<file path="src/rtl/sad_min_search.sv">
// Streaming minimum-SAD selector: scans one candidate SAD per beat over a
// GRID_X x GRID_Y window and returns the smallest SAD with its {y,x} position.
module sad_min_search #(
  parameter int unsigned SAD_W  = 12,
  parameter int unsigned GRID_X = 4,
  parameter int unsigned GRID_Y = 4,
  parameter int unsigned MV_W   = 4
) (
  input  logic                clk,
  input  logic                rst,
  input  logic                in_valid,
  output logic                in_ready,
  input  logic [SAD_W-1:0]    in_sad,
  input  logic                in_last,
  output logic                out_valid,
  input  logic                out_ready,
  output logic [SAD_W-1:0]    out_sad,
  output logic [2*MV_W-1:0]   out_mv,
  output logic                err
);

  localparam int unsigned   MV2_W = 2 * MV_W;
  localparam logic [MV_W-1:0] X_MAX = MV_W'(GRID_X - 1);
  localparam logic [MV_W-1:0] Y_MAX = MV_W'(GRID_Y - 1);

  typedef enum logic {ACCUM, HOLD} state_t;

  state_t             state;
  logic [MV_W-1:0]    x;
  logic [MV_W-1:0]    y;
  logic [SAD_W-1:0]   min_sad;
  logic [MV2_W-1:0]   best;

  logic               beat_c;
  logic               win_end_c;
  logic               take_c;
  logic [SAD_W-1:0]   next_min_c;
  logic [MV2_W-1:0]   next_best_c;

  // Candidate evaluation; the first beat of a window always seeds the minimum.
  always_comb begin
    beat_c      = in_valid & in_ready;
    win_end_c   = (x == X_MAX) && (y == Y_MAX);
    take_c      = ((x == '0) && (y == '0)) || (in_sad < min_sad);
    next_min_c  = take_c ? in_sad : min_sad;
    next_best_c = take_c ? {y, x} : best;
  end

  // Window end is decided by the position count alone; in_last only feeds err.
  always_ff @(posedge clk) begin
    if (rst) begin
      state     <= ACCUM;
      in_ready  <= 1'b1;
      out_valid <= 1'b0;
      out_sad   <= '0;
      out_mv    <= '0;
      err       <= 1'b0;
      x         <= '0;
      y         <= '0;
      min_sad   <= '0;
      best      <= '0;
    end else begin
      err <= 1'b0;
      case (state)
        ACCUM: begin
          if (beat_c) begin
            min_sad <= next_min_c;
            best    <= next_best_c;
            err     <= in_last ^ win_end_c;
            if (win_end_c) begin
              x         <= '0;
              y         <= '0;
              out_sad   <= next_min_c;
              out_mv    <= next_best_c;
              state     <= HOLD;
              in_ready  <= 1'b0;
              out_valid <= 1'b1;
            end else if (x == X_MAX) begin
              x <= '0;
              y <= y + MV_W'(1);
            end else begin
              x <= x + MV_W'(1);
            end
          end
        end
        HOLD: begin
          if (out_ready) begin
            state     <= ACCUM;
            in_ready  <= 1'b1;
            out_valid <= 1'b0;
          end
        end
      endcase
    end
  end

endmodule

</file>
<file path="config.mk">
export PLATFORM = sky130hd
export DESIGN_NAME = sad_min_search
export DESIGN_NICKNAME = d
export VERILOG_FILES = /design/src/rtl/sad_min_search.sv
export SDC_FILE = /design/constraint.sdc
export NUM_CORES = 1
export LEC_CHECK = 0
export BUFFER_PORTS_ARGS = -buffer_cell sky130_fd_sc_hd__buf_4
export CORE_ASPECT_RATIO = 1.2
export CORE_UTILIZATION = 26
export CTS_CLUSTER_SIZE = 14
export DETAILED_ROUTE_END_ITERATION = 16
export PLACE_DENSITY = 0.53
export SLEW_MARGIN = 25
export SYNTH_ARGS = -nofsm -noshare
export SYNTH_HDL_FRONTEND = slang
export SYNTH_SLANG_ARGS = --single-unit
</file>
<file path="constraint.sdc">
create_clock -name clk -period 3.55 [get_ports clk]
set_input_delay 0.355 -clock clk [delete_from_list [all_inputs] [get_ports clk]]
set_output_delay 0.355 -clock clk [all_outputs]
set_load 0.05 [all_outputs]
</file>
Word level (Yosys, flattened, before mapping)
Cells that the tools add are included.
{"block": "classes", "n_mux": 18, "add_sub_neg": 2, "n_reduce_logical": 11, "order_cmp": 1, "n_eq_ne": 5, "bitwise_logic": 4}
{"cell": "$mux 4", "n": 4}
{"cell": "$lt 12x12->1", "n": 1}
{"cell": "$mux 12", "n": 1}
{"cell": "$mux 1", "n": 9}
{"cell": "$reduce_and 3->1", "n": 3}
{"cell": "$add 4x1->4 const B", "n": 2}
{"cell": "$eq 4x2->1 const B", "n": 2}
{"cell": "$logic_not 4->1", "n": 2}
{"cell": "$mux 8", "n": 1}
{"cell": "$ne 2x2->1 const B", "n": 3}
{"cell": "$pmux 1 s2", "n": 3}
{"cell": "$reduce_or 3->1", "n": 1}
{"cell": "$logic_and 1x1->1", "n": 2}
{"cell": "$not 1->1", "n": 2}
{"cell": "$reduce_and 2->1", "n": 1}
{"cell": "$reduce_bool 2->1", "n": 1}
{"cell": "$and 1x1->1", "n": 1}
{"cell": "$logic_or 1x1->1", "n": 1}
{"cell": "$xor 1x1->1", "n": 1}
{"block": "totals", "reg_bits": 52}

Longest topological paths before layout
Gate-level depths: netlist (run 1).
{"block": "logic_depth", "ltp_word": 5, "mapped_depth": 8}

Worst setup path before layout (run 1)
OpenSTA, ideal clock, no wires.
{"block": "synth_path", "kind": "register -> register", "start": "register min_sad[11]", "end": "register out_mv[5]", "path_slack_ns": 1.615, "t_arrival_ns": 1.809, "period_less_slack_ns": 1.935, "path_stages_with_launch": 9, "path_cell_list": "dfxtp_1 inv_1 ha_1 nand4_1 a211oi_1 a41oi_4 o211ai_4 buf_6 o221ai_2"}
{"block": "synth_via", "elab_chain_cells": 3}
{"element": "start: declaration", "line": "31", "rtl": "logic [SAD_W-1:0] min_sad;"}
{"element": "start signal: assignment", "line": "67", "rtl": "min_sad <= next_min_c;"}
{"element": "$lt 12x12->1", "line": "44", "rtl": "take_c = ((x == '0) && (y == '0)) || (in_sad < min_sad);"}
{"element": "$logic_or 1x1->1", "line": "44"}
{"element": "$mux 8", "line": "46", "rtl": "next_best_c = take_c ? {y, x} : best;"}
{"element": "end signal: assignment", "line": "74", "rtl": "out_mv <= next_best_c;"}
{"element": "end: declaration", "line": "18", "rtl": "output logic [2*MV_W-1:0] out_mv,"}
No other way between the ends.
A chain may end at the register's enable or synchronous reset.

Final worst setup path (run 1)
{"block": "layout_path", "start": "register min_sad[11]", "end": "register out_sad[0]"}
{"block": "layout_via", "elab_chain_cells": 3}
{"element": "$lt 12x12->1", "line": "44"}
{"element": "$logic_or 1x1->1", "line": "44"}
{"element": "$mux 12", "line": "45", "rtl": "next_min_c = take_c ? in_sad : min_sad;"}
{"element": "end signal: assignment", "line": "73", "rtl": "out_sad <= next_min_c;"}
{"element": "end: declaration", "line": "17", "rtl": "output logic [SAD_W-1:0] out_sad,"}
No other way between the ends.

==> qor.yml, run 1 <==
clockBufferDepth: 2
ctsResizeCount: 0
portBuffers: 39
drt_iter0_markers: 68
synth_edf_count: 0
finalCritPeriodShare_pct: 65.2
crit_fanout: 16
grt_max_degree: 41
htree_num_levels: 2
cp.required_ns: 3.70
min_to: "min_sad[0]"
hold_path.class: "in -> reg"
critical_path_depth: 7
rows: 39
grt_setup_unrepaired: "no"
startpoint_type: "flop"
clkTransAtPathRegs_ns: 0.07
synth.area.top_cells: "dfxtp_1 40%, nand2_1 12%, mux2i_1 7.7%"
reg2reg_from: "min_sad[11]"
tightest_slew_ns: 0.675
outcome: "complete, no violations"
synth_area_um2: 2600
path_buf_inv: 1
drtAntennaViolNets: 0
antenna_cells: 0
p_leak_nw: 1.23
antenna_found_initial: 0
max_slew_margin_pct: 54.8
synthDistinctLibCells: 40
vias_per_cell: 4.61
vias: 2048
slowest_stage: "o211ai_4"
remaining_drc_errors: 0
yosysSeqAreaShare_pct: 40.1
synth.top_cell.area_share_pct: 40.1
hold_path_startpoint: "in_sad[0]"
layout.cells.non_filler: 444
r2r-end: "out_sad[0]"
nNetsFinal: 352
final_max_slew_viol_count: 0
synth_common_cells: "80 x nand2_1, 52 x dfxtp_1, 28 x inv_1, 20 x mux2i_1, 15 x ha_1"
power_mw: 1.29
cts_tree: "done"
grt_pass1_vias: 2026
rr_worst_depth: 7
ios: 40
die_h_um: 111
start_util_pct: 27.0
min_path_cells: 3
cap_violations: 0
synth_top_area_cell: "dfxtp_1"
clock_skew_ns: 0.00633
post_drt_wl_per_cell_um: 13.0
cts_buffers: 5
grt-ovfl-total: 0
syn_nets: 317
use_met3_pct: 2.32
grt_busiest_layer: "met2"
ir_drop_mv: 0.200
synth_ff_type: "dfxtp_1"
timing.hold.ws_ns: 0.332
cp_cell_sequence: "inv_1, ha_1, nand4_1, a211oi_1, a41oi_4, o211ai_4, o221ai_1"
dp_cells: 436
grtUsageMet2_pct: 20.5
postSynthCellCount: 285
critPathMaxStageDelay_ns: 0.60
drive_gt1_share_pct: 21.2
die_area_um2: 10400
post-dp-hpwl_um: 4000
finalHoldViolations: 0
r2r_setup_slack_ns: 1.24
syn_to_final_growth_pct: 19.9
grt_use_total_pct: 11.6
synth_area_per_cell_um2: 9.11
grt_first_pass_wirelength_um: 9690
synth-seq-cells: 52
setup_viol: 0
critPathTopFamily: "compound AO/OA/AOI/OAI gates"
yosysMostFrequentCell: "nand2_1"
dr.pass1.iters: 4
cp-end-kind: "flop"
tns_ns: 0
p_per_area_nw_per_um2: 413
clock-sinks: 52
clk-insertion-delay-late_ns: 0.28
critical_path_class: "reg -> reg"
ctsHoldBuffers: 0
post_cts_buffers: 0
timing.fmax_mhz: 432
cp.arrival_ns: 2.46
clockRootBuffer: "clkbuf_16"
die_x_um: 93.2
wirelength_um: 5770
period_needed_ns: 2.31
place_congestion: 0.759
yosysWarnings: 0
synthArstFlopShare_pct: 0
use_met1_pct: 14.1
core-area_um2: 9610
how the worst max path moves through the flow:
stage                            from         end
after global routing      min_sad[11]  out_sad[2]
final                     min_sad[11]  out_sad[0]
after CTS                 min_sad[11]  out_sad[0]
after floorplan           min_sad[11]   out_mv[5]
after global placement     in_sad[10]   out_mv[5]
after detailed placement   in_sad[11]   out_mv[5]
cells in the final DEF (no fill, tap or decap), drive strengths merged, types with 3 or more instances in the layout:
cell type   n
clkbuf      7
inv        28
nand2      80
nor3        9
xnor2       3
nand3       3
buf        42
a21oi       8
nor2        5
o21ai       4
nand4       3
o221ai     16
a32o        4
mux2i      20
ha         15
dfxtp      52
routing by layer:
metal	vias to the layer above	part of all wire, %	wire, µm
li1	1043	-	-
met1	966	46	2660
met2	33	50	2870
met3	6	2.9	170
met4	0	1.2	67
met5	-	0	0
flip-flops by register name, indices dropped and copies added, names as in the netlist:
| name | count |
|---|---|
| best | 8 |
| err | 1 |
| in_ready | 1 |
| min_sad | 12 |
| out_mv | 8 |
| out_sad | 12 |
| out_valid | 1 |
| state | 1 |
| x | 4 |
| y | 4 |
per-stage QoR:
stage	worst slack, ns	instance area [µm²]	utilization, %
finish	1.24	3110	32.4
global route	1.04	3110	32.4
CTS	1.18	3110	32.4
detailed placement	1.11	2960	30.8
global placement	1.13	2960	30.8
floorplan	1.62	2600	-
tightest hold or removal path: cells and delay by family:
family	cells	cell delay (ns)
buf+inv	1	0.12
simple gates	1	0.05
mux	1	0.05
cell families after synthesis:
kind of cell	synth area share [%]
multiplexers	7.71
buffers and inverters	8.14
AND/OR/NAND/NOR	17.7
flip-flops	40.1
adder cells (fa/ha/maj)	7.23
AO/OA/AOI/OAI	17.4
XOR/XNOR	1.69
final cells by class:
class	instances	area, µm²
fillers	1015	6500
multi-input cells	190	1340
flip-flops and latches	52	1040
repair buffers	42	315
well taps	123	154
clock buffers	7	143
inverters	29	109
clock inverters	1	7.51
power by group:
part           leakage [nW]  switching, mW  internal (mW)  total (mW)
Sequential            0.422         0.0135          0.600       0.614
Clock                0.0701          0.214          0.281       0.496
Combinational         0.740          0.107         0.0693       0.176
Total                  1.23          0.335          0.951        1.29
Power figures use the tool's default switching activity.
==> run 2: changes to the inputs <==
==> constraint.sdc (replaced) <==
create_clock -name clk -period 2.3 [get_ports clk]
set_input_delay 0.23 -clock clk [delete_from_list [all_inputs] [get_ports clk]]
set_output_delay 0.23 -clock clk [all_outputs]
set_load 0.05 [all_outputs]
==> qor.yml, run 2 (synthesis results as in run 1) <==
outcome: "complete, no violations"
crit_fanout: 20
drt_iter0_markers: 46
cp_cell_sequence: "inv_1, ha_1, a2111o_1, a41oi_4, o211a_4, mux2i_1"
cts_buffers: 5
vias: 2068
post_drt_wl_per_cell_um: 12.8
setup_viol: 0
startpoint_type: "flop"
die_area_um2: 10400
antenna_cells: 0
post_cts_buffers: 0
portBuffers: 39
finalCritPeriodShare_pct: 94.3
htree_num_levels: 2
fin_ws_ns: 0.131
clk-insertion-delay-late_ns: 0.29
grt_setup_unrepaired: "no"
final_common_cell: "nand2_1"
period_needed_ns: 2.17
remaining_drc_errors: 0
tightest_slew_ns: 0.442
grt_pass1_vias: 1996
grt_first_pass_wirelength_um: 9450
cp.arrival_ns: 2.38
tns_ns: 0
nNetsFinal: 356
clkTransAtPathRegs_ns: 0.07
dpl_cell_area_um2: 3010
cp-end-kind: "flop"
ir_drop_mv: 0.335
clock_skew_ns: 0.00671
hold_path.class: "in -> reg"
clock-sinks: 52
die_x_um: 93.2
ctsHoldBuffers: 0
grt-ovfl-total: 0
critical_path_class: "reg -> reg"
dpl_worst_slack_ns: 0.137
path_buf_inv: 1
cts_tree: "done"
post-dp-hpwl_um: 4160
syn_to_final_growth_pct: 22.2
start_util_pct: 27.0
timing.fmax_mhz: 461
clockRootBuffer: "clkbuf_16"
layout.cells.non_filler: 448
grt_max_degree: 42
layout_common_cells: "80 x nand2_1, 52 x dfxtp_1, 45 x buf_4, 28 x inv_1, 20 x mux2i_1"
p_leak_nw: 1.27
clockBufferDepth: 2
max_slew_margin_pct: 70.4
ios: 40
stdcell_area_um2: 3170
wirelength_um: 5710
reg_top3: "min_sad (12), out_sad (12)"
slowest_stage: "o211a_4"
drive_gt1_share_pct: 22.5
grt_use_total_pct: 11.4
place_congestion: 0.780
antenna_found_initial: 0
critPathMaxStageDelay_ns: 0.45
drtAntennaViolNets: 0
final_max_slew_viol_count: 0
finalHoldViolations: 0
die_h_um: 111
rows: 39
core-area_um2: 9610
dr.pass1.iters: 4
power_mw: 2.06
ctsResizeCount: 0
critPathTopFamily: "compound AO/OA/AOI/OAI gates"
cap_violations: 0
dp_cells: 440
vias_per_cell: 4.62
p_per_area_nw_per_um2: 650
cp.required_ns: 2.51
-- run 2: path summary, 6_finish.rpt --
path	start	endpoint	slack, ns	cells past startpoint
max	min_sad[1]	best[2]	0.13	6
max reg2reg	min_sad[1]	best[2]	0.13	6
min	in_last	err	0.20	3
min reg2reg	best[7]	best[7]	0.46	2
-- run 2: layout make-up --
cell class | instances | area, µm²
Clock inverter | 3 | 42.5
Multi-Input combinational cell | 190 | 1340
Sequential cell | 52 | 1040
Fill cell | 979 | 6440
Clock buffer | 5 | 125
Inverter | 29 | 109
Tap cell | 123 | 154
Timing Repair Buffer | 46 | 358
-- run 2: through the flow --
stage	utilization, %	hold slack (ns)
after CTS	33.0	0.203
after detailed placement	31.3	0.451
after global placement	31.3	0.445
final	33.0	0.205
after global routing	33.0	0.210
after floorplan	-	0.372
-- run 2: tightest hold or removal path, cell delays in order --
cell,delay (ns)
buf_4,0.08
xnor2_1,0.10
nor3_1,0.04
-- run 2: metal layers --
layer	routed length [µm]	share of wire [%]	global-route usage, %	vias up
met5	0	0	0	-
met4	58	1.0	3.18	0
met3	198	3.5	2.73	5
met2	2830	50	20.0	37
met1	2620	46	13.7	976
li1	-	-	-	1050
-- run 2: where the power goes --
part / total, mW / leakage, nW / switching (mW) / internal, mW
clock network: 0.845 / 0.0798 / 0.333 / 0.512
registers: 0.948 / 0.422 / 0.0211 / 0.927
logic: 0.270 / 0.765 / 0.163 / 0.107
total: 2.06 / 1.27 / 0.518 / 1.54
==> run 3: changes to the inputs <==
--- a/config.mk
+++ b/config.mk
@@ -10,7 +10,9 @@
 export CORE_UTILIZATION = 26
 export CTS_CLUSTER_SIZE = 14
 export DETAILED_ROUTE_END_ITERATION = 16
+export HOLD_SLACK_MARGIN = 0.05
 export PLACE_DENSITY = 0.53
+export SETUP_SLACK_MARGIN = 0.4
 export SLEW_MARGIN = 25
 export SYNTH_ARGS = -nofsm -noshare
 export SYNTH_HDL_FRONTEND = slang
==> qor.yml, run 3 (synthesis results as in run 1) <==
clock_skew_ns: 0.0120
reg2reg_from: "min_sad[11]"
final_common_cell: "nand2_1"
crit_fanout: 9
max_slew_margin_pct: 65.6
clockRootBuffer: "clkbuf_16"
p_leak_nw: 1.37
outcome: "complete, no violations"
layout_common_cells: "80 x nand2_1, 55 x buf_4, 45 x dfxtp_1, 24 x inv_1, 20 x mux2i_1"
die_x_um: 93.2
grt_first_pass_wirelength_um: 10000
antenna_found_initial: 0
tightest_slew_ns: 0.516
startpoint_type: "flop"
dpl_worst_slack_ns: 0.221
clk-insertion-delay-late_ns: 0.29
die_h_um: 111
cap_violations: 0
grt_use_total_pct: 12.3
clock-sinks: 52
fin_ws_ns: 0.307
cp-end-kind: "flop"
timing.fmax_mhz: 502
timing.hold.ws_ns: 0.201
cp.required_ns: 2.47
setup_viol: 0
reg_top3: "min_sad (12), out_sad (12)"
die_area_um2: 10400
period_needed_ns: 1.99
drive_gt1_share_pct: 32.1
hold_path.class: "in -> reg"
start_util_pct: 27.0
clockBufferDepth: 2
remaining_drc_errors: 0
grt_max_degree: 42
critical_path_class: "reg -> reg"
wirelength_um: 6290
cts_tree: "done"
endpoint: "out_sad[0]"
cts_buffers: 5
stdcell_area_um2: 3430
rr_worst_depth: 8
r2r-end: "out_sad[0]"
nNetsFinal: 371
final_max_slew_viol_count: 0
grt-ovfl-total: 0
cp.arrival_ns: 2.16
dpl_cell_area_um2: 3010
drtAntennaViolNets: 0
tns_ns: 0
finalHoldViolations: 0
finalCritPeriodShare_pct: 86.7
ios: 40
syn_to_final_growth_pct: 32.3
final_util_pct: 35.7
grt_pass1_vias: 2140
p_per_area_nw_per_um2: 604
vias_per_cell: 4.68
post_drt_wl_per_cell_um: 13.6
dp_cells: 442
drt_iter0_markers: 88
rows: 39
post-dp-hpwl_um: 4260
ir_drop_mv: 0.346
htree_num_levels: 2
power_mw: 2.07
dr.pass1.iters: 4
timing.critical_path.from: "min_sad[11]"
clkTransAtPathRegs_ns: 0.07
place_congestion: 0.809
portBuffers: 39
grt_setup_unrepaired: "yes"
vias: 2166
antenna_cells: 0
core-area_um2: 9610
r2r_setup_slack_ns: 0.31
layout.cells.non_filler: 463
run 3: cell count changes in the layout (fill, tap and decap cells not counted), sizes merged:
cell,delta
buf,+13
clkinvlp,-1
o211a,+2
bufinv,-1
clkbuf,+2
run 3: timing repair:
item	in CTS	in global routing
setup endpoints to repair	40	40
gates resized for setup	18	13
cloned	2	0
setup buffers	8	3
pin swaps	2	6
hold buffers	0	0
run 3: cell type report:
class	count	area [µm²]
repair buffers	59	475
clock buffers	7	133
fillers	957	6180
flip-flops and latches	52	1050
well taps	123	154
clock inverters	1	8.76
multi-input cells	192	1510
inverters	29	109
run 3: worst max-delay path, stage by stage (launching register included):
cell	delay, ns
dfxtp_2	0.35
inv_2	0.05
ha_4	0.25
nand4_1	0.18
a211oi_2	0.25
a41oi_4	0.23
o211ai_4	0.24
buf_6	0.20
o221ai_1	0.12
run 3: layer usage:
layer | global-route usage (%) | part of all wire, %
met1 | 13.5 | 42
met2 | 22.6 | 53
met3 | 2.39 | 3.1
met4 | 4.92 | 2.0
met5 | 0 | 0
run 3: worst min path at each step:
stage / start / endpoint / cells after the start
floorplan: in_sad[0] / min_sad[0] / 2
global placement: out_sad[5] / out_sad[5] / 2
detailed placement: out_sad[2] / out_sad[2] / 2
CTS: in_sad[7] / min_sad[7] / 3
global route: in_sad[5] / min_sad[5] / 3
finish: in_sad[5] / min_sad[5] / 3
run 3: power breakdown:
group	total, mW	internal, mW	switching [mW]	leakage, nW
Combinational	0.382	0.175	0.207	0.873
Sequential	0.949	0.929	0.0200	0.424
Clock	0.744	0.407	0.336	0.0681
